## src/rtl/gpio_dbnc_pkg.sv

```systemverilog
// gpio_dbnc_pkg: shared types and helpers for the GPIO debounce / edge-IRQ block.
//   filter_state_e : per-pin filter FSM state (STABLE, COUNTING)
//   edge_evt_t     : accepted-edge event from one pin filter (rise, fall)
//   MinSyncStages  : shallowest synchroniser that is allowed
//   sat_add8       : 8-bit saturating add, used by the optional glitch counter
package gpio_dbnc_pkg;

  localparam int MinSyncStages = 2;

  typedef enum logic {
    STABLE   = 1'b0,
    COUNTING = 1'b1
  } filter_state_e;

  typedef struct packed {
    logic rise;
    logic fall;
  } edge_evt_t;

  function automatic logic [7:0] sat_add8(input logic [7:0] a, input logic [7:0] b);
    logic [8:0] sum;
    sum = {1'b0, a} + {1'b0, b};
    return sum[8] ? 8'hFF : sum[7:0];
  endfunction

endpackage

```

## src/rtl/gpio_dbnc_pin.sv

```systemverilog
// gpio_dbnc_pin: synchroniser + debounce filter for a single GPIO pad.
// Optional feature macro: GPIO_DBNC_GLITCH_CNT_EN (adds glitch_o).
// Ports:
//   clk_i, rst_i        : clock, synchronous active-high reset
//   pad_i               : raw asynchronous pad input
//   debounce_cycles_i   : required stable cycles; 0 behaves as 1
//   level_o             : debounced level (registered)
//   evt_o               : edge accepted on the coming clock edge (combinational,
//                         so the parent can register a pulse aligned with level_o)
//   glitch_o            : (macro only) a COUNTING->STABLE rejection happens on
//                         the coming clock edge (combinational)
module gpio_dbnc_pin
  import gpio_dbnc_pkg::*;
#(
  parameter int CntW       = 16,
  parameter int SyncStages = 2
) (
  input  logic            clk_i,
  input  logic            rst_i,
  input  logic            pad_i,
  input  logic [CntW-1:0] debounce_cycles_i,
  output logic            level_o,
  output edge_evt_t       evt_o
`ifdef GPIO_DBNC_GLITCH_CNT_EN
  ,
  output logic            glitch_o
`endif
);

  // A synchroniser shallower than two flops is not safe; clamp silently.
  localparam int SyncDepth = (SyncStages < MinSyncStages) ? MinSyncStages : SyncStages;

  logic [SyncDepth-1:0] sync_q, sync_d;
  logic                 sample;
  filter_state_e        state_q, state_d;
  logic [CntW-1:0]      cnt_q, cnt_d;
  logic                 level_q, level_d;
  logic [CntW-1:0]      thresh;
  logic [CntW:0]        cnt_plus1;
  logic                 accept;

  always_comb begin
    sync_d = {sync_q[SyncDepth-2:0], pad_i};
  end

  assign sample = sync_q[SyncDepth-1];

  // Threshold is taken live every cycle, so lowering it mid-window lets an
  // already-long count accept immediately and raising it stretches the window.
  assign thresh    = (debounce_cycles_i == '0) ? {{(CntW-1){1'b0}}, 1'b1} : debounce_cycles_i;
  assign cnt_plus1 = {1'b0, cnt_q} + {{CntW{1'b0}}, 1'b1};
  assign accept    = (cnt_plus1 >= {1'b0, thresh});

  always_comb begin
    state_d = state_q;
    cnt_d   = cnt_q;
    level_d = level_q;
    evt_o   = '0;
    case (state_q)
      STABLE: begin
        cnt_d = '0;
        if (sample != level_q) begin
          if (accept) begin
            // T=1: the first differing cycle is already enough.
            level_d    = sample;
            evt_o.rise = sample;
            evt_o.fall = ~sample;
          end else begin
            state_d = COUNTING;
            cnt_d   = cnt_plus1[CntW-1:0];
          end
        end
      end
      COUNTING: begin
        if (sample == level_q) begin
          // Input went back before the window closed: glitch rejected.
          state_d = STABLE;
          cnt_d   = '0;
        end else if (accept) begin
          level_d    = sample;
          evt_o.rise = sample;
          evt_o.fall = ~sample;
          state_d    = STABLE;
          cnt_d      = '0;
        end else begin
          cnt_d = cnt_plus1[CntW] ? {CntW{1'b1}} : cnt_plus1[CntW-1:0];
        end
      end
      default: begin
        state_d = STABLE;
        cnt_d   = '0;
      end
    endcase
  end

  always_ff @(posedge clk_i) begin
    if (rst_i) begin
      sync_q  <= '0;
      state_q <= STABLE;
      cnt_q   <= '0;
      level_q <= 1'b0;
    end else begin
      sync_q  <= sync_d;
      state_q <= state_d;
      cnt_q   <= cnt_d;
      level_q <= level_d;
    end
  end

  assign level_o = level_q;

`ifdef GPIO_DBNC_GLITCH_CNT_EN
  assign glitch_o = (state_q == COUNTING) && (sample == level_q);
`endif

endmodule

```

## src/rtl/gpio_irq_debounce.sv

```systemverilog
// gpio_irq_debounce: per-pin synchronise + debounce of GPIO pads, with edge
// interrupts (sticky pending bits and one-cycle pulses).
// Optional feature macro: GPIO_DBNC_GLITCH_CNT_EN adds glitch_cnt_o /
// glitch_cnt_clr_i (8-bit saturating count of rejected glitches, all pins).
// Ports:
//   clk_i, rst_i       : clock, synchronous active-high reset
//   gpio_pad_i         : raw asynchronous pad inputs
//   debounce_cycles_i  : stability window in cycles (0 treated as 1)
//   rise_en_i/fall_en_i: per-pin edge interrupt enables
//   irq_clear_i        : per-pin pending clear (write-1 pulse)
//   gpio_level_o       : debounced levels
//   irq_pending_o      : sticky pending bits
//   irq_pulse_o        : one-cycle pulse, aligned with the new gpio_level_o
module gpio_irq_debounce
  import gpio_dbnc_pkg::*;
#(
  parameter int NrPins     = 4,
  parameter int CntW       = 16,
  parameter int SyncStages = 2
) (
  input  logic              clk_i,
  input  logic              rst_i,
  input  logic [NrPins-1:0] gpio_pad_i,
  input  logic [CntW-1:0]   debounce_cycles_i,
  input  logic [NrPins-1:0] rise_en_i,
  input  logic [NrPins-1:0] fall_en_i,
  input  logic [NrPins-1:0] irq_clear_i,
`ifdef GPIO_DBNC_GLITCH_CNT_EN
  input  logic              glitch_cnt_clr_i,
  output logic [7:0]        glitch_cnt_o,
`endif
  output logic [NrPins-1:0] gpio_level_o,
  output logic [NrPins-1:0] irq_pending_o,
  output logic [NrPins-1:0] irq_pulse_o
);

  edge_evt_t         evt [NrPins];
  logic [NrPins-1:0] pending_q, pending_d;
  logic [NrPins-1:0] pulse_q, pulse_d;
`ifdef GPIO_DBNC_GLITCH_CNT_EN
  logic [NrPins-1:0] glitch_vec;
`endif

  for (genvar gi = 0; gi < NrPins; gi++) begin : g_pin
    gpio_dbnc_pin #(
      .CntW       (CntW),
      .SyncStages (SyncStages)
    ) u_pin (
      .clk_i             (clk_i),
      .rst_i             (rst_i),
      .pad_i             (gpio_pad_i[gi]),
      .debounce_cycles_i (debounce_cycles_i),
      .level_o           (gpio_level_o[gi]),
      .evt_o             (evt[gi])
`ifdef GPIO_DBNC_GLITCH_CNT_EN
      ,
      .glitch_o          (glitch_vec[gi])
`endif
    );
  end

  // Events are combinational from the pin filters, so registering them here
  // lands the pulse on the same edge as the level change.
  // A qualified event overrides a simultaneous clear (set wins).
  always_comb begin
    pending_d = pending_q & ~irq_clear_i;
    pulse_d   = '0;
    for (int i = 0; i < NrPins; i++) begin
      if ((evt[i].rise && rise_en_i[i]) || (evt[i].fall && fall_en_i[i])) begin
        pulse_d[i]   = 1'b1;
        pending_d[i] = 1'b1;
      end
    end
  end

  always_ff @(posedge clk_i) begin
    if (rst_i) begin
      pending_q <= '0;
      pulse_q   <= '0;
    end else begin
      pending_q <= pending_d;
      pulse_q   <= pulse_d;
    end
  end

  assign irq_pending_o = pending_q;
  assign irq_pulse_o   = pulse_q;

`ifdef GPIO_DBNC_GLITCH_CNT_EN
  logic [7:0] glitch_cnt_q, glitch_cnt_d;
  logic [7:0] glitch_inc;

  // A clear coinciding with new glitches leaves just this cycle's increment.
  always_comb begin
    glitch_inc = '0;
    for (int i = 0; i < NrPins; i++) begin
      glitch_inc = sat_add8(glitch_inc, {7'd0, glitch_vec[i]});
    end
    glitch_cnt_d = glitch_cnt_clr_i ? glitch_inc : sat_add8(glitch_cnt_q, glitch_inc);
  end

  always_ff @(posedge clk_i) begin
    if (rst_i) begin
      glitch_cnt_q <= '0;
    end else begin
      glitch_cnt_q <= glitch_cnt_d;
    end
  end

  assign glitch_cnt_o = glitch_cnt_q;
`endif

endmodule

```

## config.mk

```make
export PLATFORM = sky130hd
export DESIGN_NAME = gpio_irq_debounce
export DESIGN_NICKNAME = d
export VERILOG_FILES = /design/src/rtl/gpio_dbnc_pkg.sv /design/src/rtl/gpio_dbnc_pin.sv /design/src/rtl/gpio_irq_debounce.sv
export SDC_FILE = /design/constraint.sdc
export NUM_CORES = 1
export LEC_CHECK = 0
export CORE_MARGIN = 4
export CORE_UTILIZATION = 35
export CTS_CLUSTER_SIZE = 28
export DETAILED_ROUTE_END_ITERATION = 12
export HOLD_SLACK_MARGIN = 0.06
export PLACE_DENSITY_LB_ADDON = 0.08
export SYNTH_ARGS = -nofsm -noshare
export SYNTH_HDL_FRONTEND = slang
export SYNTH_SLANG_ARGS = --single-unit
```

## constraint.sdc

```tcl
create_clock -name clk_i -period 4.1 [get_ports clk_i]
set_input_delay 1.025 -clock clk_i [delete_from_list [all_inputs] [get_ports clk_i]]
set_output_delay 1.025 -clock clk_i [all_outputs]
set_load 0.01 [all_outputs]
```

-- Word level (Yosys, flattened, before mapping)
Index checks and enable logic that the tools add are counted.
- input port bits: 34
- logic and storage cells: 150
- output and inout port bits: 12
- register bits: 88
- mux-type cells: 81
- magnitude comparators: 4
- eq/ne operators: 16
- bitwise operators: 10
- reduce and logical (&&, ||, !) cells: 17
- $add $sub $neg: 4
- operators by type and width (kind ; number):
    16-bit two-way mux ; 21
    16-bit case mux with 2 select lines ; 4
    16-bit by 1-bit adder with 17-bit output (second input constant) ; 4
    17-bit by 16-bit >= comparator with 1-bit output ; 4
    1-bit two-way mux ; 32
    2-bit two-way mux ; 12
    16-bit logical NOT ; 1
    1-bit case mux with 2 select lines ; 8
    2-bit case mux with 2 select lines ; 4
    1-bit logical AND ; 8
    2-bit by 1-bit != test with 1-bit output (second input constant) ; 4
    2-bit != test (second input constant) ; 4
    1-bit inverter ; 8
    2-bit AND reduction ; 4
    4-bit AND ; 1
    1-bit == test ; 4
    1-bit logical OR ; 4
    1-bit != test ; 4
    4-bit inverter ; 1

-- Depth between registers and ports, before layout
Gate-level depths: netlist of the first run.
- depth in word-level cells: 9
- depth in mapped cells: 17
- mapped depth without buffers: 14

-- Hierarchy
A second synthesis of the first run with hierarchy kept.
- cell total of the unflattened synthesis: 713
- area total of the unflattened synthesis: 6042.0 sq um
- by module, submodules not included (module ; seq. area each (sq um) ; area an instance (sq um) ; times used ; cells each):
    gpio_dbnc_pin ; 400.4 ; 1436.4 ; 4 ; 172
    gpio_irq_debounce ; 160.2 ; 296.5 ; 1 ; 25

-- Worst setup path before layout of the first run
OpenSTA, ideal clock, no wires.
- kind: input to register
- from: in debounce_cycles_i[4]
- to: reg g_pin[2].u_pin.cnt_q[10]
- path buffers: 2
- setup time: 0.128 ns
- stages on the path: 12
- arrival time: 3.271 ns
- slack: 0.700 ns
- data required time: 3.972 ns
- cell sequence: clkbuf_1 -> nor4_1 -> a41o_1 -> ha_1 -> nand2b_1 -> a21oi_1 -> maj3_1 -> o311ai_1 -> a311oi_2 -> nand2_2 -> buf_2 -> a21oi_1
- word-level cells in the longest chain between the ends: 6
- elaborated cells between the ends (all ways): 8
- those cells by class: 1 x order compare; 6 x mux; 1 x reduce/logical
- ends and longest elaborated chain (what ; RTL line ; RTL):
    start, declared ; gpio_irq_debounce.sv:24 ; input logic [CntW-1:0] debounce_cycles_i,
    16-bit logical NOT ; gpio_dbnc_pin.sv:50 ; assign thresh = (debounce_cycles_i == '0) ? {{(CntW-1){1'b0}}, 1'b1} : debounce_cycles_i;
    16-bit two-way mux * ; gpio_dbnc_pin.sv:50 ;
    17-bit by 16-bit >= comparator with 1-bit output * ; gpio_dbnc_pin.sv:52 ; assign accept = (cnt_plus1 >= {1'b0, thresh});
    16-bit two-way mux, on equally long branches ; gpio_dbnc_pin.sv:79, gpio_dbnc_pin.sv:63 ;
    16-bit two-way mux, on equally long branches ; gpio_dbnc_pin.sv:75, gpio_dbnc_pin.sv:62 ;
    16-bit case mux with 2 select lines * ; gpio_dbnc_pin.sv:59 ; case (state_q)
    end signal, assigned ; gpio_dbnc_pin.sv:105 ; cnt_q <= cnt_d;
    end, declared ; gpio_dbnc_pin.sv:36 ; logic [CntW-1:0] cnt_q, cnt_d;
Every way passes the cells marked *; elsewhere a longest branch is shown, timed or not.
A chain may end at the register's enable or synchronous reset.

-- Worst setup path after layout of the first run
- from: in debounce_cycles_i[1]
- to: reg g_pin[2].u_pin.cnt_q[0]
The elaborated chain is that of the path after synthesis.

==> flow_summary_export.csv, run 1 <==
group,metric,value,unit
outcome,status,"complete, no violations",
run,max-cap-violations,0,
clocking,numCtsBuffers,9,
clocking,clk_pin_slew,60,ps
worst_setup_path,required,4370,ps
power,p_leak,2.91,nW
route,met2WireLength,6.86,mm
timing,finClkSkew,6.93,ps
cells_and_area,n_fill_cell,1520,
timing,slew_violations,0,
logic_synthesis,synth_cell_types,64,
route,dr_wl_met3,511,microns
timing,setup_viol_count_final,0,
timing,worst_slew_pin_slew,950,ps
die,dieArea,17700,sq um
cells_and_area,seq_area,1760,sq um
grt,grt_max_degree,18,
timing,min_period,3670,ps
timing,setup_tns,0,ps
grt,antenna_found_initial,0,
cells_and_area,drive_above_1_share,6.36,%
power,power_frac_seq,44.6,%
timing,period_share,89.5,%
clocking,cts_setup_buffers,0,
logic_synthesis,synth-edff-count,0,
die,rows,45,
route,viasPerCell,4.96,
placement,hpwlAfterDp,10.9,mm
power,comb_power_share,6.7,%
grt,grt_pass1_wl,23.1,mm
cells_and_area,area_growth,18.1,%
worst_setup_path,worstSetupPathType,"input pin to register",
route,drtIter0Drc,149,
power,swShare,21.8,%
clocking,cts_resized,0,
grt,track_usage,16.4,%
logic_synthesis,synth_ff_type,"dfxtp_1",
die,io_pins,46,
route,ant_nets,0,
logic_synthesis,netlist_area,5470,sq um
route,drc,0,
clocking,clock-root-buffer,"clkbuf_16",
route,vias,4480,
hold_path,hold_class,"register to register",
cells_and_area,fin_cells,903,
worst_setup_path,cp_max_fo,17,
logic_synthesis,ys_warn_count,0,
route,dr.pass1.iters,4,
cells_and_area,finalCoreUtilization,42.3,%
clocking,ctsHtreeMaxLevel,3,
worst_setup_path,worstSetupEndpointType,"register",
clocking,cts_tree,"built",
logic_synthesis,synth_nets,733,
clocking,cts_hold_buf,0,
clocking,max-clock-path-buffers,2,
cells_and_area,layout_commonest_cell,"dfxtp_1",
timing,maxSlewHeadroom,36.5,%
cells_and_area,final_cell_mix,"88 x dfxtp_1, 82 x inv_1, 62 x a21oi_1",
cells_and_area,final_nets,777,
grt,overflow,0,
worst_setup_path,critPathLaunchType,"input pin",
logic_synthesis,syn_avg_cell_area,8.51,sq um
die,core-area,15300,sq um
placement,gp_congestion,0.867,
logic_synthesis,async_reset_ff_share,0,%
cells_and_area,multi_input_area,3270,sq um
logic_synthesis,syn_inst,643,
timing,fmaxAchievable,273,MHz
power,netSwitchingPower,0.423,mW
grt,grt_pass1_vias,4446,
die,chipHeight,133,microns
placement,pre_cts_ws,84.4,ps
die,die_w,133,microns
route,top_layer,"met4",
die,start_util,35.8,%
clocking,clock_latency,350,ps
cells_and_area,num_antenna_cells,0,
power,p_int,1.52,mW
route,wl_per_cell,15.7,microns
placement,portBuffers,45,
power,clockPowerShare,48.7,%
worst_setup_path,cp.arrival,3940,ps
route,routed_wl,14.2,mm
logic_synthesis,seq_area_frac_synth,32.2,%
timing,rsz0062_at_grt,"false",
power,ir_drop,0.187,mV
power,powerDensity,300,nW/um^2
logic_synthesis,synth-seq-cells,88,
route,wl_met1,6.68,mm
timing,fin_ws,432,ps
clocking,clkSinkCount,88,
placement,dpl.cell_count,887,
timing,hold_violations,0,
==> synth_stat cells (all sizes together), types with 16 or more instances <==
cell type / n / area, sq um
a21o: 16 / 120
a21oi: 72 / 398
and3: 17 / 106
dfxtp: 88 / 1760
ha: 56 / 701
inv: 84 / 315
nand2: 29 / 111
nand3: 30 / 160
nor2: 38 / 143
xnor2: 45 / 402
xor2: 24 / 210
==> worst max-delay path, stage by stage <==
cell,delay [ps]
clkdlybuf4s50_1,440
nor4_1,440
a41o_1,310
ha_1,250
nand2b_1,140
a21oi_1,160
maj3_1,190
o311ai_1,130
a311oi_2,340
nand2_2,310
a21oi_1,210
==> power by group through the flow <==
stage | Combinational, mW | Clock (mW) | Sequential (mW)
2_1_floorplan | 0.0664 | 0 | 0.883
3_3_place_gp | 0.129 | 0 | 0.885
3_5_place_dp | 0.131 | 0 | 0.885
4_1_cts | 0.132 | 0.971 | 0.865
5_1_grt | 0.146 | 1.00 | 0.865
6_report | 0.130 | 0.943 | 0.865
==> final timing paths <==
path / end / depth (start not counted) / from / slack, ps
min reg2reg: g_pin[2].u_pin.sync_q[1] / 1 / g_pin[2].u_pin.sync_q[0] / 440
max: g_pin[2].u_pin.cnt_q[0] / 11 / debounce_cycles_i[1] / 430
max reg2reg: g_pin[3].u_pin.cnt_q[10] / 14 / g_pin[3].u_pin.cnt_q[2] / 460
min: g_pin[2].u_pin.sync_q[1] / 1 / g_pin[2].u_pin.sync_q[0] / 440
==> area by class of cell <==
cell class	instances	share of cell area [%]
multi-input combinational	451	50.7
sequential	88	27.3
timing repair buffer	53	7.90
inverter	84	4.88
tap	211	4.09
clock buffer	10	3.54
clock inverter	6	1.67
==> kinds of logic (layout without fill, tap and decap cells) <==
group           Yosys count  in the layout  synth area share [%]
fa+ha+maj                59             59                  13.4
buf+inv                 104            153                  7.94
xor+xnor                 70             70                  11.6
compound gates          134            134                  16.2
simple gates            185            185                  18.1
flops                    88             88                  32.2
mux                       3              3                 0.549
==> per-layer routing <==
metal,track usage [%],vias up
met5,0,-
met4,5.25,0
li1,-,2314
met2,27.0,62
met3,3.42,10
met1,21.5,2094
==> stage by stage <==
stage          cell area, sq um  hold WS (ps)  power, mW
5_1_grt                    6460           474       2.01
2_1_floorplan              5470           414      0.949
6_report                   6460           437       1.94
4_1_cts                    6460           443       1.97
3_3_place_gp               6120           423       1.01
3_5_place_dp               6120           426       1.02
==> state kept, by name (all words and copies together) (netlist names) <==
register             flops
irq_pulse_o              4
g_pin.u_pin.cnt_q       64
g_pin.u_pin.state_q      4
g_pin.u_pin.level_o      4
g_pin.u_pin.sync_q       8
irq_pending_o            4
No activity file was read; power rests on OpenSTA's default activity.
==> run 2, diff against run 1 <==
HOLD_SLACK_MARGIN = unset   (was 0.06)
PLACE_DENSITY_LB_ADDON = unset   (was 0.08)
==> flow_summary_export.csv, run 2 (synthesis results as in run 1) <==
group,metric,value,unit
timing,hold_violations,0,
cells_and_area,area_growth,17.0,%
cells_and_area,final_cell_mix,"88 x dfxtp_1, 82 x inv_1, 62 x a21oi_1",
cells_and_area,num_antenna_cells,0,
clocking,clkSinkCount,88,
worst_setup_path,worstSetupEndpointType,"register",
clocking,cts_setup_buffers,0,
placement,dpl.cell_count,886,
worst_setup_path,critPathLaunchType,"input pin",
cells_and_area,finalCoreUtilization,41.9,%
worst_setup_path,cp_max_fo,17,
die,die_w,133,microns
die,core-area,15300,sq um
clocking,ctsHtreeMaxLevel,3,
clocking,max-clock-path-buffers,2,
outcome,status,"complete, no violations",
route,dr.pass1.iters,4,
placement,portBuffers,45,
route,drc,0,
placement,hpwlAfterDp,10.8,mm
timing,slew_violations,0,
power,powerDensity,277,nW/um^2
cells_and_area,regMostFlops,"g_pin.u_pin.cnt_q",
timing,holdWs,440,ps
route,wl_per_cell,15.2,microns
cells_and_area,largest_registers,"g_pin.u_pin.cnt_q x64, g_pin.u_pin.sync_q x8",
cells_and_area,final_nets,776,
power,ir_drop,0.174,mV
route,routed_wl,13.7,mm
timing,fmaxAchievable,264,MHz
clocking,clk_pin_slew,60,ps
power,total_power,1.78,mW
clocking,clock-root-buffer,"clkbuf_16",
grt,grt_pass1_vias,4730,
hold_path,hold_class,"register to register",
timing,setup_viol_count_final,0,
clocking,cts_tree,"built",
timing,rsz0062_at_grt,"false",
timing,finClkSkew,5.19,ps
timing,worst_slew_pin_slew,981,ps
timing,period_share,92.5,%
timing,setup_tns,0,ps
timing,maxSlewHeadroom,34.4,%
grt,overflow,0,
route,ant_nets,0,
die,chipHeight,133,microns
grt,grt_max_degree,18,
worst_setup_path,worstSetupPathType,"input pin to register",
route,vias,4628,
placement,gp_congestion,0.862,
die,dieArea,17700,sq um
clocking,numCtsBuffers,9,
cells_and_area,largest_register_ff_count,64,
die,io_pins,46,
clocking,cts_resized,0,
cells_and_area,layout_commonest_cell,"dfxtp_1",
grt,track_usage,15.8,%
clocking,cts_hold_buf,0,
worst_setup_path,required,4370,ps
worst_setup_path,cp.arrival,4070,ps
grt,antenna_found_initial,0,
clocking,clock_latency,350,ps
power,p_leak,2.88,nW
cells_and_area,fin_cells,902,
cells_and_area,drive_above_1_share,6.37,%
run,max-cap-violations,0,
route,drtIter0Drc,288,
die,rows,45,
grt,grt_pass1_wl,22.5,mm
route,viasPerCell,5.13,
timing,min_period,3790,ps
die,start_util,35.8,%
run 2: changes by cell type in the layout (fill, tap and decap cells not counted):
cell / previous run / this run
bufinv_16: 3 / 0
buf_4: 8 / 7
clkinv_4: 0 / 2
clkbuf_8: 0 / 1
clkbuf_1: 1 / 0
inv_6: 0 / 1
run 2: where the power goes:
part	internal (mW)	leakage, nW	total, mW	switching [mW]
clock	0.429	0.139	0.782	0.353
combinational	0.0615	2.03	0.128	0.0668
sequential	0.860	0.711	0.865	0.00422
total	1.35	2.88	1.78	0.424
run 2: critical path: stages:
cell and delay, ps:
clkdlybuf4s50_1 460, nor4_1 460, a41o_1 340, ha_1 260, nand2b_1 140, a21oi_1 140, maj3_1 180, o311ai_1 120
a311oi_2 400, nand2_2 310, a21oi_1 210
run 2: worst paths after layout:
kind                                 start                        to  slack [ps]  depth (start not counted)
setup reg to reg   g_pin[1].u_pin.cnt_q[0]  g_pin[1].u_pin.cnt_q[10]         450                         15
hold reg to reg   g_pin[2].u_pin.sync_q[0]  g_pin[2].u_pin.sync_q[1]         440                          1
setup / recovery      debounce_cycles_i[9]   g_pin[2].u_pin.cnt_q[4]         310                         11
hold / removal    g_pin[2].u_pin.sync_q[0]  g_pin[2].u_pin.sync_q[1]         440                          1
run 2: per-stage QoR:
step	cell area [sq um]	setup WS, ps
4_1_cts	6400	301
6_report	6400	307
3_3_place_gp	6120	63.3
2_1_floorplan	5470	700
3_5_place_dp	6120	-61.7
5_1_grt	6400	64.7
run 2: layout make-up:
cell class	count	area, sq um
clock buffer	10	239
clock inverter	6	43.8
fill	1489	8860
inverter	84	315
multi-input combinational	451	3270
sequential	88	1760
tap	211	264
timing repair buffer	52	503
run 2: per-layer routing:
metal | vias to the layer above | routed length, microns | track usage [%]
li1 | 2315 | - | -
met1 | 2205 | 5820 | 18.0
met2 | 79 | 7030 | 28.8
met3 | 29 | 347 | 1.63
met4 | 0 | 473 | 8.55
met5 | - | 0 | 0
